$ cat src/rtl/agat9_kbd_receiver.sv
`timescale 1ns/1ps
// -----------------------------------------------------------------------------
// agat9_kbd_receiver
//
// Receiver for the Agat-9 serial keyboard. The block generates the keyboard
// shift clock and samples one bit per clock period, on the 1->0 toggle. A frame
// is a start bit 0, seven data bits LSB first and a stop bit 1. An accepted
// frame is held for the host until the host acknowledges it. The keyboard
// reset key is debounced, and the Russian/Latin line is resynchronized.
//
// Parameters
//   CLK_DIV     system clocks per half period of kbd_clock (4..255)
//   FLOW        1: kbd_reply tells the keyboard to hold; 0: kbd_reply is always 0
//
// Ports
//   clock       in   system clock (rising edge)
//   reset_n     in   asynchronous active-low reset
//   kbd_clock   out  shift clock to the keyboard
//   kbd_reply   out  transfer hold to the keyboard (1 = hold)
//   key_data    in   serial data from the keyboard, idle high (asynchronous)
//   kbd_reset_n in   keyboard reset key, active low (asynchronous)
//   rus_lat_in  in   Russian/Latin line (asynchronous)
//   code        out  [6:0] last accepted key code
//   code_valid  out  code holds an unread value
//   code_ack    in   host consumed code
//   overrun     out  sticky: a frame was dropped because code was unread
//   frame_err   out  one-cycle pulse on a bad stop bit
//   host_reset  out  debounced reset request, active high
//   rus_lat     out  synchronized rus_lat_in
// -----------------------------------------------------------------------------
module agat9_kbd_receiver #(
  parameter int CLK_DIV = 8,
  parameter int FLOW    = 1
) (
  input  logic       clock,
  input  logic       reset_n,
  output logic       kbd_clock,
  output logic       kbd_reply,
  input  logic       key_data,
  input  logic       kbd_reset_n,
  input  logic       rus_lat_in,
  output logic [6:0] code,
  output logic       code_valid,
  input  logic       code_ack,
  output logic       overrun,
  output logic       frame_err,
  output logic       host_reset,
  output logic       rus_lat
);

  localparam logic [7:0] DIV_LAST = 8'(CLK_DIV - 1);

  typedef enum logic [1:0] {
    IDLE   = 2'd0,
    DATA   = 2'd1,
    STOP   = 2'd2,
    RESYNC = 2'd3
  } state_t;

  // divider and shift clock
  logic [7:0] div_q;
  logic       kclk_q;

  // two-flop synchronizers
  logic       key_s1_q, key_s2_q;
  logic       rst_s1_q, rst_s2_q;
  logic       rl_s1_q,  rl_s2_q;

  // frame FSM and host-side registers
  state_t     state_q;
  logic [2:0] bit_cnt_q;
  logic [6:0] shift_q;
  logic [6:0] code_q,    code_d;
  logic       valid_q,   valid_d;
  logic       overrun_q, overrun_d;
  logic       reply_q,   reply_d;
  logic       frame_err_q;

  // reset-key debounce
  logic [3:0] filt_cnt_q;
  logic       host_reset_q;

  logic div_wrap;
  logic strobe;
  logic sbit;
  logic accept;
  logic ack;
  logic idle_next;

  assign div_wrap = (div_q == DIV_LAST);
  // The sample point is the edge on which kbd_clock falls.
  assign strobe   = div_wrap && kclk_q;
  assign sbit     = key_s2_q;
  assign accept   = strobe && (state_q == STOP) && sbit;
  assign ack      = code_ack && valid_q;

  // The FSM is back in IDLE after this edge; the hold line may only move then,
  // so the keyboard never sees it change in the middle of a frame.
  assign idle_next = ((state_q == IDLE) && !(strobe && !sbit)) ||
                     accept ||
                     ((state_q == RESYNC) && strobe && sbit);

  // Host-side holding register. An ack in the same cycle as an accept frees
  // the slot, so the new code is taken instead of being counted as overrun.
  always_comb begin
    code_d    = code_q;
    valid_d   = valid_q;
    overrun_d = overrun_q;
    if (accept) begin
      if (valid_q && !code_ack) begin
        overrun_d = 1'b1;
      end else begin
        code_d  = shift_q;
        valid_d = 1'b1;
        if (ack) begin
          overrun_d = 1'b0;
        end
      end
    end else if (ack) begin
      valid_d   = 1'b0;
      overrun_d = 1'b0;
    end
  end

  always_comb begin
    reply_d = 1'b0;
    if (FLOW != 0) begin
      reply_d = idle_next ? valid_d : reply_q;
    end
  end

  // Divider and input synchronizers.
  always_ff @(posedge clock or negedge reset_n) begin
    if (!reset_n) begin
      div_q    <= 8'd0;
      kclk_q   <= 1'b0;
      key_s1_q <= 1'b1;
      key_s2_q <= 1'b1;
      rst_s1_q <= 1'b1;
      rst_s2_q <= 1'b1;
      rl_s1_q  <= 1'b0;
      rl_s2_q  <= 1'b0;
    end else begin
      key_s1_q <= key_data;
      key_s2_q <= key_s1_q;
      rst_s1_q <= kbd_reset_n;
      rst_s2_q <= rst_s1_q;
      rl_s1_q  <= rus_lat_in;
      rl_s2_q  <= rl_s1_q;
      if (div_wrap) begin
        div_q  <= 8'd0;
        kclk_q <= ~kclk_q;
      end else begin
        div_q  <= div_q + 8'd1;
      end
    end
  end

  // Frame FSM with its registered outputs.
  always_ff @(posedge clock or negedge reset_n) begin
    if (!reset_n) begin
      state_q     <= IDLE;
      bit_cnt_q   <= 3'd0;
      shift_q     <= 7'd0;
      code_q      <= 7'd0;
      valid_q     <= 1'b0;
      overrun_q   <= 1'b0;
      reply_q     <= 1'b0;
      frame_err_q <= 1'b0;
    end else begin
      code_q      <= code_d;
      valid_q     <= valid_d;
      overrun_q   <= overrun_d;
      reply_q     <= reply_d;
      frame_err_q <= 1'b0;
      if (strobe) begin
        case (state_q)
          IDLE: begin
            if (!sbit) begin
              state_q   <= DATA;
              bit_cnt_q <= 3'd0;
            end
          end
          DATA: begin
            // LSB arrives first, so shift in from the top.
            shift_q <= {sbit, shift_q[6:1]};
            if (bit_cnt_q == 3'd6) begin
              state_q <= STOP;
            end else begin
              bit_cnt_q <= bit_cnt_q + 3'd1;
            end
          end
          STOP: begin
            if (sbit) begin
              state_q <= IDLE;
            end else begin
              frame_err_q <= 1'b1;
              state_q     <= RESYNC;
            end
          end
          RESYNC: begin
            // Wait for the line to go idle before hunting for a start bit.
            if (sbit) begin
              state_q <= IDLE;
            end
          end
          default: state_q <= IDLE;
        endcase
      end
    end
  end

  // Reset-key debounce: the output follows the synchronized line only after
  // 16 consecutive clocks of disagreement; any agreeing clock restarts it.
  always_ff @(posedge clock or negedge reset_n) begin
    if (!reset_n) begin
      filt_cnt_q   <= 4'd0;
      host_reset_q <= 1'b0;
    end else begin
      if ((!rst_s2_q) != host_reset_q) begin
        if (filt_cnt_q == 4'd15) begin
          filt_cnt_q   <= 4'd0;
          host_reset_q <= ~host_reset_q;
        end else begin
          filt_cnt_q   <= filt_cnt_q + 4'd1;
        end
      end else begin
        filt_cnt_q <= 4'd0;
      end
    end
  end

  assign kbd_clock  = kclk_q;
  assign kbd_reply  = reply_q;
  assign code       = code_q;
  assign code_valid = valid_q;
  assign overrun    = overrun_q;
  assign frame_err  = frame_err_q;
  assign host_reset = host_reset_q;
  assign rus_lat    = rl_s2_q;

endmodule
$ cat config.mk
export PLATFORM = sky130hd
export DESIGN_NAME = agat9_kbd_receiver
export DESIGN_NICKNAME = d
export VERILOG_FILES = /design/src/rtl/agat9_kbd_receiver.sv
export SDC_FILE = /design/constraint.sdc
export NUM_CORES = 1
export LEC_CHECK = 0
export CORE_ASPECT_RATIO = 0.9
export CORE_MARGIN = 10
export CORE_UTILIZATION = 31
export CTS_CLUSTER_DIAMETER = 60
export DETAILED_ROUTE_END_ITERATION = 6
export SYNTH_ARGS = -nofsm -noshare
export SYNTH_HDL_FRONTEND = slang
export SYNTH_SLANG_ARGS = --single-unit
$ cat constraint.sdc
create_clock -name clock -period 6.1 [get_ports clock]
set_clock_uncertainty 0.15 [all_clocks]
set_input_delay 1.22 -clock clock [delete_from_list [all_inputs] [get_ports clock]]
set_output_delay 1.22 -clock clock [all_outputs]
set_load 0.02 [all_outputs]
**After elaboration in Yosys (flattened, before gate mapping)**

Cells that the tools add are included.

- $add $sub $neg: 3
- Equality and inequality tests: 11
- Mux-type cells: 20
- Bitwise operators: 3
- Reduce and logical (&&, ||, !) cells: 22

Operators by type and width:

| operator | number |
|---|---|
| 1-bit logical AND | 9 |
| 1-bit 2-to-1 mux | 9 |
| 8-bit by 1-bit adder with 8-bit output, second input constant | 1 |
| 8-bit by 3-bit == test with 1-bit output, second input constant | 1 |
| 2-bit 2-to-1 mux | 4 |
| 4-bit 2-to-1 mux | 2 |
| 8-bit 2-to-1 mux | 1 |
| 2-bit inequality test, second input constant | 4 |
| 2-bit one-hot mux with 4 select lines | 1 |
| 4-bit AND reduction | 2 |
| 3-bit 2-to-1 mux | 2 |
| 3-bit one-hot mux with 2 select lines | 1 |
| 2-bit AND reduction | 3 |
| 4-bit by 1-bit adder with 4-bit output, second input constant | 1 |
| 2-bit == test, second input constant | 2 |
| 4-bit == test, second input constant | 1 |
| 1-bit logical NOT | 4 |
| 3-bit by 1-bit adder with 3-bit output, second input constant | 1 |
| 3-bit == test, second input constant | 1 |
| 1-bit NOT | 3 |
| 2-bit by 1-bit == test with 1-bit output, second input constant | 1 |
| 2-bit logical NOT | 1 |
| 1-bit logical OR | 2 |
| 2-bit nonzero test | 1 |
| 1-bit inequality test | 1 |

- Register bits: 43
- Input port bits: 6
- Output and inout bits: 14

**Logic depth before layout (Yosys ltp)**

Gate-level depths: netlist (run 1).

- Depth in word-level cells: 7
- Gate-level depth with buffers: 6
- Depth with buffers taken out: 6

**Worst setup path after synthesis (run 1)**

No wires, ideal clock.

- Path type: in2reg
- From: input code_ack
- To: register code_q[0], in the netlist code[0]
- Setup time: 125 ps
- Arrival time: 1,963 ps
- Data required time: 5,825 ps
- Setup slack: 3,862 ps
- Cell stages on the path: 4
- Cells stage by stage: nand2b_1 -> and4_1 -> buf_6 -> mux2_2

- Longest elaborated chain between the ends: 4

RTL lines:

| element | line | source |
|---|---|---|
| start: declaration | 44 | `input logic code_ack,` |
| 1-bit logical NOT | 110 | `if (valid_q && !code_ack) begin` |
| 1-bit logical AND | 110 |  |
| 1-bit NOT (no source line) | -- |  |
| 2-bit AND reduction (no source line) | -- |  |
| end signal: assignment | 171 | `code_q <= code_d;` |
| end: declaration | 73 | `logic [6:0] code_q, code_d;` |

No other way between the ends.
A chain may end at the register's enable or synchronous reset.

**Worst setup path in the final report (run 1)**

- From: register kclk_q, in the netlist kbd_clock
- To: output kbd_clock

RTL lines:

| element | line | source |
|---|---|---|
| start: declaration | 62 | `logic kclk_q;` |
| start signal: assignment | 152 | `kclk_q <= ~kclk_q;` |
| end: declaration | 37 | `output logic kbd_clock,` |

No word-level cell between the ends.

==> results of run 1 <==
power breakdown:
part | internal (mW) | leakage, nW | switching (mW) | total [mW]
clock | 0.120 | 0.0513 | 0.0892 | 0.209
sequential | 0.291 | 0.571 | 0.00404 | 0.295
combinational | 0.00956 | 0.339 | 0.0137 | 0.0233
Yosys cell counts, types with 2 or more instances:
master    instances
a21oi_1           7
a31oi_1           3
and2_1            2
and3_1            2
dfrtp_1          39
dfstp_2           4
ha_1              4
inv_1             6
mux2_2           13
nand2_1           9
nand2b_1          2
nand3_1           8
nor2_1            5
nor4b_4           2
o21ai_0           8
xnor2_1           6
xor2_1            3
registers in the layout, indices dropped and copies added (netlist names), 2 cells and up:
| signal | count |
|---|---|
| state_q | 2 |
| bit_cnt_q | 3 |
| code | 7 |
| shift_q | 7 |
| filt_cnt_q | 4 |
| div_q | 8 |
cell families after synthesis:
logic type,count (synthesis)
DFF,43
xor gates and xnor gates,9
muxes,13
adders and majority gates,4
and+or+nand+nor,40
buffers and inverters,8
AOI/OAI and AO/OA,23
per-stage QoR:
stage | instances | worst slack, ns | hold slack (ns)
global placement | 227 | 3.194 | 0.1897
CTS | 234 | 3.374 | 0.2070
detailed placement | 227 | 3.186 | 0.1896
global route | 234 | 3.302 | 0.2133
finish | 234 | 3.404 | 0.2043
floorplan | 140 | 3.862 | 0.1812
cells in the final DEF, fill, tap and decap left out:
master,netlist,routed
o211ai_1,1,1
nor2_1,5,5
o32ai_1,1,1
nor3b_1,1,1
nor4b_1,1,1
and4_1,1,1
and2b_1,1,1
o311ai_0,1,1
nand2_1,9,9
xor2_1,3,3
nand3b_1,1,1
and2_1,2,2
a31oi_1,3,3
clkbuf_1,1,1
nand3_1,8,8
clkbuf_8,0,5
o22ai_1,1,1
o21ai_0,8,8
a21oi_1,7,7
inv_1,6,6
or2_2,1,1
o32a_1,1,1
nor2b_1,1,1
and3_1,2,2
dfstp_2,4,4
nand4b_1,1,1
xnor2_1,6,6
and4bb_4,1,1
nor4b_4,2,2
mux2_2,13,13
nand2b_1,2,2
dfrtp_1,39,39
nand4_1,1,1
bufinv_16,0,1
clkdlybuf4s50_1,0,18
buf_2,0,1
ha_1,4,4
area by class of cell:
type	instances	area, sq um
clock buffer	6	72.57
clock inverter	1	30.03
fill	562	3477
inverter	6	22.52
multi-input combinational	89	671.9
sequential	43	1081
tap	70	87.58
timing repair buffer	19	185.2
path summary, 6_finish.rpt:
path,from,end,depth (start not counted)
max,kbd_clock$_DFFE_PN0N_,kbd_clock,1
max reg2reg,div_q[0]$_DFF_PN0_,code[4]$_DFFE_PN0P_,5
min reg2reg,rl_s1_q$_DFF_PN0_,rus_lat$_DFF_PN0_,0
min in group asynchronous,reset_n,host_reset$_DFFE_PN0P_,1
min,rl_s1_q$_DFF_PN0_,rus_lat$_DFF_PN0_,0
max in group asynchronous,reset_n,code_valid$_DFF_PN0_,1
layer usage:
metal,wire length [um],part of all wire (%)
met3,243,8.1
met5,0,0
met1,1527,51
met4,16,0.53
met2,1223,41
==> impl_metrics.toml, run 1 <==
[logic_synthesis]
synthAdderAreaFrac_pct = 2.795
yosys-top-cells-area = "dfrtp_1 55%, mux2_2 8.2%, dfstp_2 5.9%"
async_reset_ff_share_pct = 100.0
synth-seq-cells = 43
synth-compound-area-share_pct = 7.547
syn_area_per_cell_sq_um = 12.79
synth_top_area_share_pct = 54.51
synth_top_flop_cell = "dfrtp_1"
netlist_area_sq_mm = 0.001790
synth.mux.area_fraction_pct = 8.176
synth_warnings = 0
synth_top_family_by_area = "simple AND/OR/NAND/NOR gates"
synth_area_leader_cell = "dfrtp_1"
yosys.area_share.simple_pct = 14.61
yosysUniqueCellTypes = 34
synth-edff-count = 0
yosysSeqAreaShare_pct = 60.38
synth.net_count = 150
syn-instance-count = 140
synth_xor_area_share_pct = 4.403

[timing]
final_hold_viol_count = 0
rsz0062_at_grt = "no"
setup_viol = 0
fin_crit_sh_pct = 44.20
tightest_slew_ns = 0.9237
slew_violations = 0
period_needed_ns = 2.696
setup_tns_ns = 0
slew_headroom_pct = 38.42
max_freq_mhz = 370.9

[routing]
vias_per_cell = 4.786
first_pass_iters = 4
num_vias = 1120
ant_nets = 0
wl_per_cell_um = 12.87
routed_wl_mm = 3.011
drc = 0
drtIter0Drc = 45

[critical_path]
critPathMaxStageDelay_ns = 0.63
cp.buffers_inverters = 1
cp_cell_sequence = "clkdlybuf4s50_1"
r2r_slack_ns = 3.72
cp-end-kind = "primary output"
worstPathMaxFanout = 4
cp-start-kind = "flip-flop"
crit_family = "buffers and inverters"
cp.arrival_ns = 1.33
worstPathRequired_ns = 4.73
cpMaxStageDelayCell = "clkdlybuf4s50_1"
worstSetupPathType = "reg2out"

[layout]
drive_above_1_share_pct = 17.07
area_growth_pct = 20.13
nets = 174
stdcell_area_sq_mm = 0.002151
fin_util_pct = 38.22
diodes = 0

[global_routing]
grt_use_met1_pct = 10.04
antenna_found_initial = 0
grt_use_met3_pct = 3.751
grt_pass1_wl_mm = 5.568
grt_max_degree = 44
overflow = 0
grt_use_met2_pct = 9.644
busiest_layer = "met1"
grt_pass1_vias = 1130
grt_usage_pct = 7.296

[power_and_ir_drop]
total_power_mw = 0.5276
power_density_mw_per_mm2 = 245.3
peakVddDrop_v = 0.0001249
p_leak_nw = 0.9612

[clocking]
cts_root_buf = "clkbuf_8"
postCtsSetupBuffers = 0
path_clk_slew_ns = 0.08
cts-buffers-inserted = 5
cts_tree = "built"
cts_sinks = 43
clock_latency_ns = 0.29
clk_path_buf_depth = 2
htree_levels = 2
cts_resized = 0
cts_hold_buf = 0

[placement]
dp_hpwl_mm = 2.152
gp_congestion = 0.7398
placed_area_sq_mm = 0.002048
port_buffers = 19

[floorplanning]
dieArea_sq_mm = 0.009220
dieWidth_um = 100.1
coreArea_sq_mm = 0.005628
start_util_pct = 31.81
die_height_um = 92.10
io_pins = 20
row_count = 26

[status]
status = "finished, final reports clean"

[run]
max_cap_violations = 0

[hold_path]
hold_path_class = "reg2reg"
No activity file was read; power rests on OpenSTA's default activity.
==> run 2, diff against run 1 <==
Clock period 6.1 ns to 2.7 ns, I/O delays scaled along.
==> run 2 against run 1 <==
Clock-buffer cell count stayed put. Global-route usage is 0.26 points higher. Hold slack worse by 0.060 ns. Sequential power is 130% higher. Sequential share of layout area is 0.24 points higher. Die area stayed put. Routed wire length is 6.3% higher. Total power is 110% higher. Largest power group unchanged. Highest routed layer unchanged.
==> impl_metrics.toml, run 2 (synthesis results as in run 1) <==
[status]
status = "finished, final reports clean"

[clocking]
cts_root_buf = "clkbuf_8"
cts_tree = "built"
cts-buffers-inserted = 5
clk_path_buf_depth = 2
htree_levels = 2
postCtsSetupBuffers = 0
path_clk_slew_ns = 0.08
cts_hold_buf = 0
cts_resized = 0
cts_sinks = 43
clock_latency_ns = 0.30

[power_and_ir_drop]
peakVddDrop_v = 0.0003223
total_power_mw = 1.118
p_leak_nw = 0.9560
power_density_mw_per_mm2 = 522.1

[global_routing]
grt_use_met2_pct = 9.806
overflow = 0
antenna_found_initial = 0
grt_usage_pct = 7.554
grt_use_met3_pct = 3.826
grt_pass1_wl_mm = 5.637
busiest_layer = "met1"
grt_pass1_vias = 1174
grt_max_degree = 44
grt_use_met1_pct = 10.06

[critical_path]
worstPathRequired_ns = 2.73
cp_cell_sequence = "ha_1 > and4bb_4 > nor4b_4 > and4_1 > mux2_2"
crit_cells = 5
critPathMaxStageDelay_ns = 0.47
r2r.worst_path.cells = 5
crit_family = "simple AND/OR/NAND/NOR gates"
cp.arrival_ns = 2.38
worstPathMaxFanout = 7
cp.buffers_inverters = 0
worstSetupPathType = "reg2reg"
cpMaxStageDelayCell = "and4_1"
cp-end-kind = "flip-flop"
cp-start-kind = "flip-flop"

[layout]
largest_reg_flops = 8
drive_above_1_share_pct = 18.07
regMostFlops = "div_q"
diodes = 0
nets = 175
area_growth_pct = 19.57
layout_commonest_cell = "dfrtp_1"
final_cell_mix = "39 x dfrtp_1, 18 x clkdlybuf4s50_1, 13 x mux2_2"
stdcell_count = 236

[floorplanning]
dieWidth_um = 100.1
dieArea_sq_mm = 0.009220
io_pins = 20
coreArea_sq_mm = 0.005628
start_util_pct = 31.81
row_count = 26
die_height_um = 92.10

[placement]
dp_hpwl_mm = 2.175
gp_congestion = 0.7568
dp_cells = 228
port_buffers = 19

[timing]
setup_viol = 0
slew_headroom_pct = 64.33
final_hold_viol_count = 0
slew_violations = 0
fin_crit_sh_pct = 86.76
tightest_slew_ns = 0.5351
max_freq_mhz = 426.9
rsz0062_at_grt = "no"
setup_tns_ns = 0
period_needed_ns = 2.342

[run]
max_cap_violations = 0

[routing]
ant_nets = 0
drtIter0Drc = 38
wl_per_cell_um = 13.57
routed_wl_mm = 3.202
num_vias = 1133
vias_per_cell = 4.801
first_pass_iters = 4
drc = 0

[hold_path]
hold_path_class = "in2async"
==> run 2: cell count changes in the layout (fill, tap and decap cells not counted), sizes merged <==
cell	before	now
buf	1	2
bufinv	1	0
clkinv	0	1
clkinvlp	0	1
==> run 2: path summary, 6_finish.rpt <==
check                                         from                      end  slack [ns]
worst max-delay path            div_q[0]$_DFF_PN0_      code[6]$_DFFE_PN0P_        0.36
worst min-delay path                       reset_n  filt_cnt_q[3]$_DFF_PN0_        0.14
worst max register to register  div_q[0]$_DFF_PN0_      code[6]$_DFFE_PN0P_        0.36
worst min register to register   rl_s1_q$_DFF_PN0_        rus_lat$_DFF_PN0_        0.20
max in group asynchronous                  reset_n       key_s2_q$_DFF_PN1_        1.86
min in group clock               rl_s1_q$_DFF_PN0_        rus_lat$_DFF_PN0_        0.20
==> run 2: routing by layer <==
layer	wire (um)	part of all wire [%]	up-vias
met5	0	0	-
met4	53	1.7	0
met3	271	8.5	6
met2	1338	42	30
met1	1538	48	550
li1	-	-	547
==> run 2: power by group <==
part           internal [mW]  switching, mW  total [mW]
sequential             0.657        0.00913       0.667
combinational         0.0226         0.0310      0.0536
clock                  0.181          0.217       0.398
total                  0.861          0.257        1.12
==> run 2: through the flow <==
| stage | utilization (%) | cell area [sq um] | setup WS [ns] | hold slack [ns] |
|---|---|---|---|---|
| finish | 38.04 | 2141 | 0.3576 | 0.1440 |
| global route | 38.04 | 2141 | 0.2301 | 0.1908 |
| CTS | 38.04 | 2141 | 0.3241 | 0.1678 |
| detailed placement | 36.53 | 2056 | 0.3570 | 0.1885 |
| global placement | 36.53 | 2056 | 0.4417 | 0.1879 |
| floorplan | - | 1790 | 0.6523 | 0.09441 |
==> run 2: area by class of cell <==
cell class / count / area [sq um]
Clock buffer: 6 / 72.57
Clock inverter: 2 / 12.51
Fill cell: 556 / 3487
Inverter: 6 / 22.52
Multi-Input combinational cell: 89 / 671.9
Sequential cell: 43 / 1081
Tap cell: 70 / 87.58
Timing Repair Buffer: 20 / 192.7
==> run 3, diff against run 2 <==
Settings changed: MAX_ROUTING_LAYER set to met4.
==> run 3 against run 2 <==
Sequential share of layout area is the same. Combinational power is essentially flat. Register-to-register slack is essentially flat. Highest routed layer unchanged. Setup slack lost 0.0088 ns. Sequential power is essentially flat. Largest power group unchanged. Critical path depth is the same.
==> impl_metrics.toml, run 3 (synthesis results as in run 1) <==
[placement]
placed_area_sq_mm = 0.002056
port_buffers = 19
dp_cells = 228
dp_hpwl_mm = 2.175
pre_cts_ws_ns = 0.3570
gp_congestion = 0.7666

[power_and_ir_drop]
total_power_mw = 1.120
internal_power_mw = 0.8607
peakVddDrop_v = 0.0003275
sw_frac_of_total_pct = 23.17
p_leak_nw = 0.9560
share_seq_of_total_power_pct = 59.5
p_comb_share_pct = 4.8
power_density_mw_per_mm2 = 523.3
p_switching_mw = 0.2596
clock_power_share_pct = 35.7

[clocking]
cts_root_buf = "clkbuf_8"
clock_latency_ns = 0.30
cts_sinks = 43
cts-buffers-inserted = 5
path_clk_slew_ns = 0.08
cts_tree = "built"
postCtsSetupBuffers = 0
cts_hold_buf = 0
clk_path_buf_depth = 2
cts_resized = 0
htree_levels = 2

[critical_path]
worstSetupPathType = "reg2reg"
r2r-end = "code[6]$_DFFE_PN0P_"
r2r_start = "div_q[0]$_DFF_PN0_"
cp-start-kind = "flip-flop"
r2r_slack_ns = 0.35
r2r.worst_path.cells = 5
cp.arrival_ns = 2.39
worstPathMaxFanout = 7
worstPathRequired_ns = 2.73
cp-end-kind = "flip-flop"

[timing]
setup_tns_ns = 0
setup_viol = 0
rsz0062_at_grt = "no"
slew_violations = 0
tightest_slew_ns = 0.5357
max_freq_mhz = 425.3
period_needed_ns = 2.351
final_hold_viol_count = 0
layout_setup_ws_ns = 0.3488
slew_headroom_pct = 64.29
fin_crit_sh_pct = 87.08

[floorplanning]
dieWidth_um = 100.1
coreArea_sq_mm = 0.005628
io_pins = 20
dieArea_sq_mm = 0.009220
row_count = 26
die_height_um = 92.10
start_util_pct = 31.81

[layout]
area_growth_pct = 19.57
stdcell_count = 236
regMostFlops = "div_q"
largest_reg_flops = 8
fillers = 556
stdcell_area_sq_mm = 0.002141
drive_above_1_share_pct = 18.07
final_cell_mix = "39 x dfrtp_1, 18 x clkdlybuf4s50_1, 13 x mux2_2"
diodes = 0
layout_commonest_cell = "dfrtp_1"
nets = 175

[routing]
num_vias = 1131
drtIter0Drc = 33
drc = 0
routed_wl_mm = 3.216
ant_nets = 0
wl_per_cell_um = 13.63
first_pass_iters = 4
vias_per_cell = 4.792

[status]
status = "finished, final reports clean"

[global_routing]
grt_pass1_wl_mm = 5.637
antenna_found_initial = 0
grt_max_degree = 44
grt_usage_pct = 7.773
overflow = 0
grt_pass1_vias = 1172

[run]
max_cap_violations = 0

[hold_path]
hold_path_class = "in2async"
-- run 3: cell counts in the layout (fill, tap and decap cells not counted) --
Identical to the previous run, type by type.
-- run 3: area by class of cell --
class	count	area, sq um	area share, %
clock buffers	6	72.57	3.390
well taps	70	87.58	4.091
multi-input cells	89	671.9	31.39
flip-flops and latches	43	1081	50.50
clock inverters	2	12.51	0.5845
repair buffers	20	192.7	9.001
inverters	6	22.52	1.052
-- run 3: how the worst max path moves through the flow --
stage | startpoint | to | slack, ns
6_report | div_q[0]$_DFF_PN0_ | code[6]$_DFFE_PN0P_ | 0.35
2_1_floorplan | div_q[0]$_DFF_PN0_ | code[0]$_DFFE_PN0P_ | 0.65
3_5_place_dp | div_q[0]$_DFF_PN0_ | code[6]$_DFFE_PN0P_ | 0.36
3_3_place_gp | div_q[0]$_DFF_PN0_ | code[0]$_DFFE_PN0P_ | 0.44
4_1_cts | div_q[0]$_DFF_PN0_ | code[6]$_DFFE_PN0P_ | 0.32
5_1_grt | div_q[0]$_DFF_PN0_ | code[6]$_DFFE_PN0P_ | 0.23
-- run 3: power groups by stage --
stage / Sequential [mW] / Clock (mW) / Combinational [mW]
2_1_floorplan: 0.681 / 0 / 0.0205
3_3_place_gp: 0.679 / 0 / 0.0550
3_5_place_dp: 0.679 / 0 / 0.0555
4_1_cts: 0.667 / 0.426 / 0.0558
5_1_grt: 0.669 / 0.450 / 0.0617
6_report: 0.667 / 0.400 / 0.0537
-- run 3: critical path, stage by stage (launching register included) --
cell and delay [ns]:
dfrtp_1 0.38, ha_1 0.24, and4bb_4 0.30, nor4b_4 0.32
and4_1 0.47, mux2_2 0.38
-- run 3: routing by layer --
| layer | share of wire (%) | global-route usage (%) | up-vias |
|---|---|---|---|
| li1 | - | - | 547 |
| met1 | 50 | 10.29 | 552 |
| met2 | 41 | 9.806 | 26 |
| met3 | 6.7 | 3.451 | 6 |
| met4 | 1.6 | 3.529 | 0 |
| met5 | 0 | - | - |
-- run 3: stage by stage --
step	utilization, %	hold WS (ns)
after global placement	36.53	0.1879
final	38.04	0.1439
after detailed placement	36.53	0.1885
after global routing	38.04	0.1908
after floorplan	-	0.09441
after CTS	38.04	0.1678
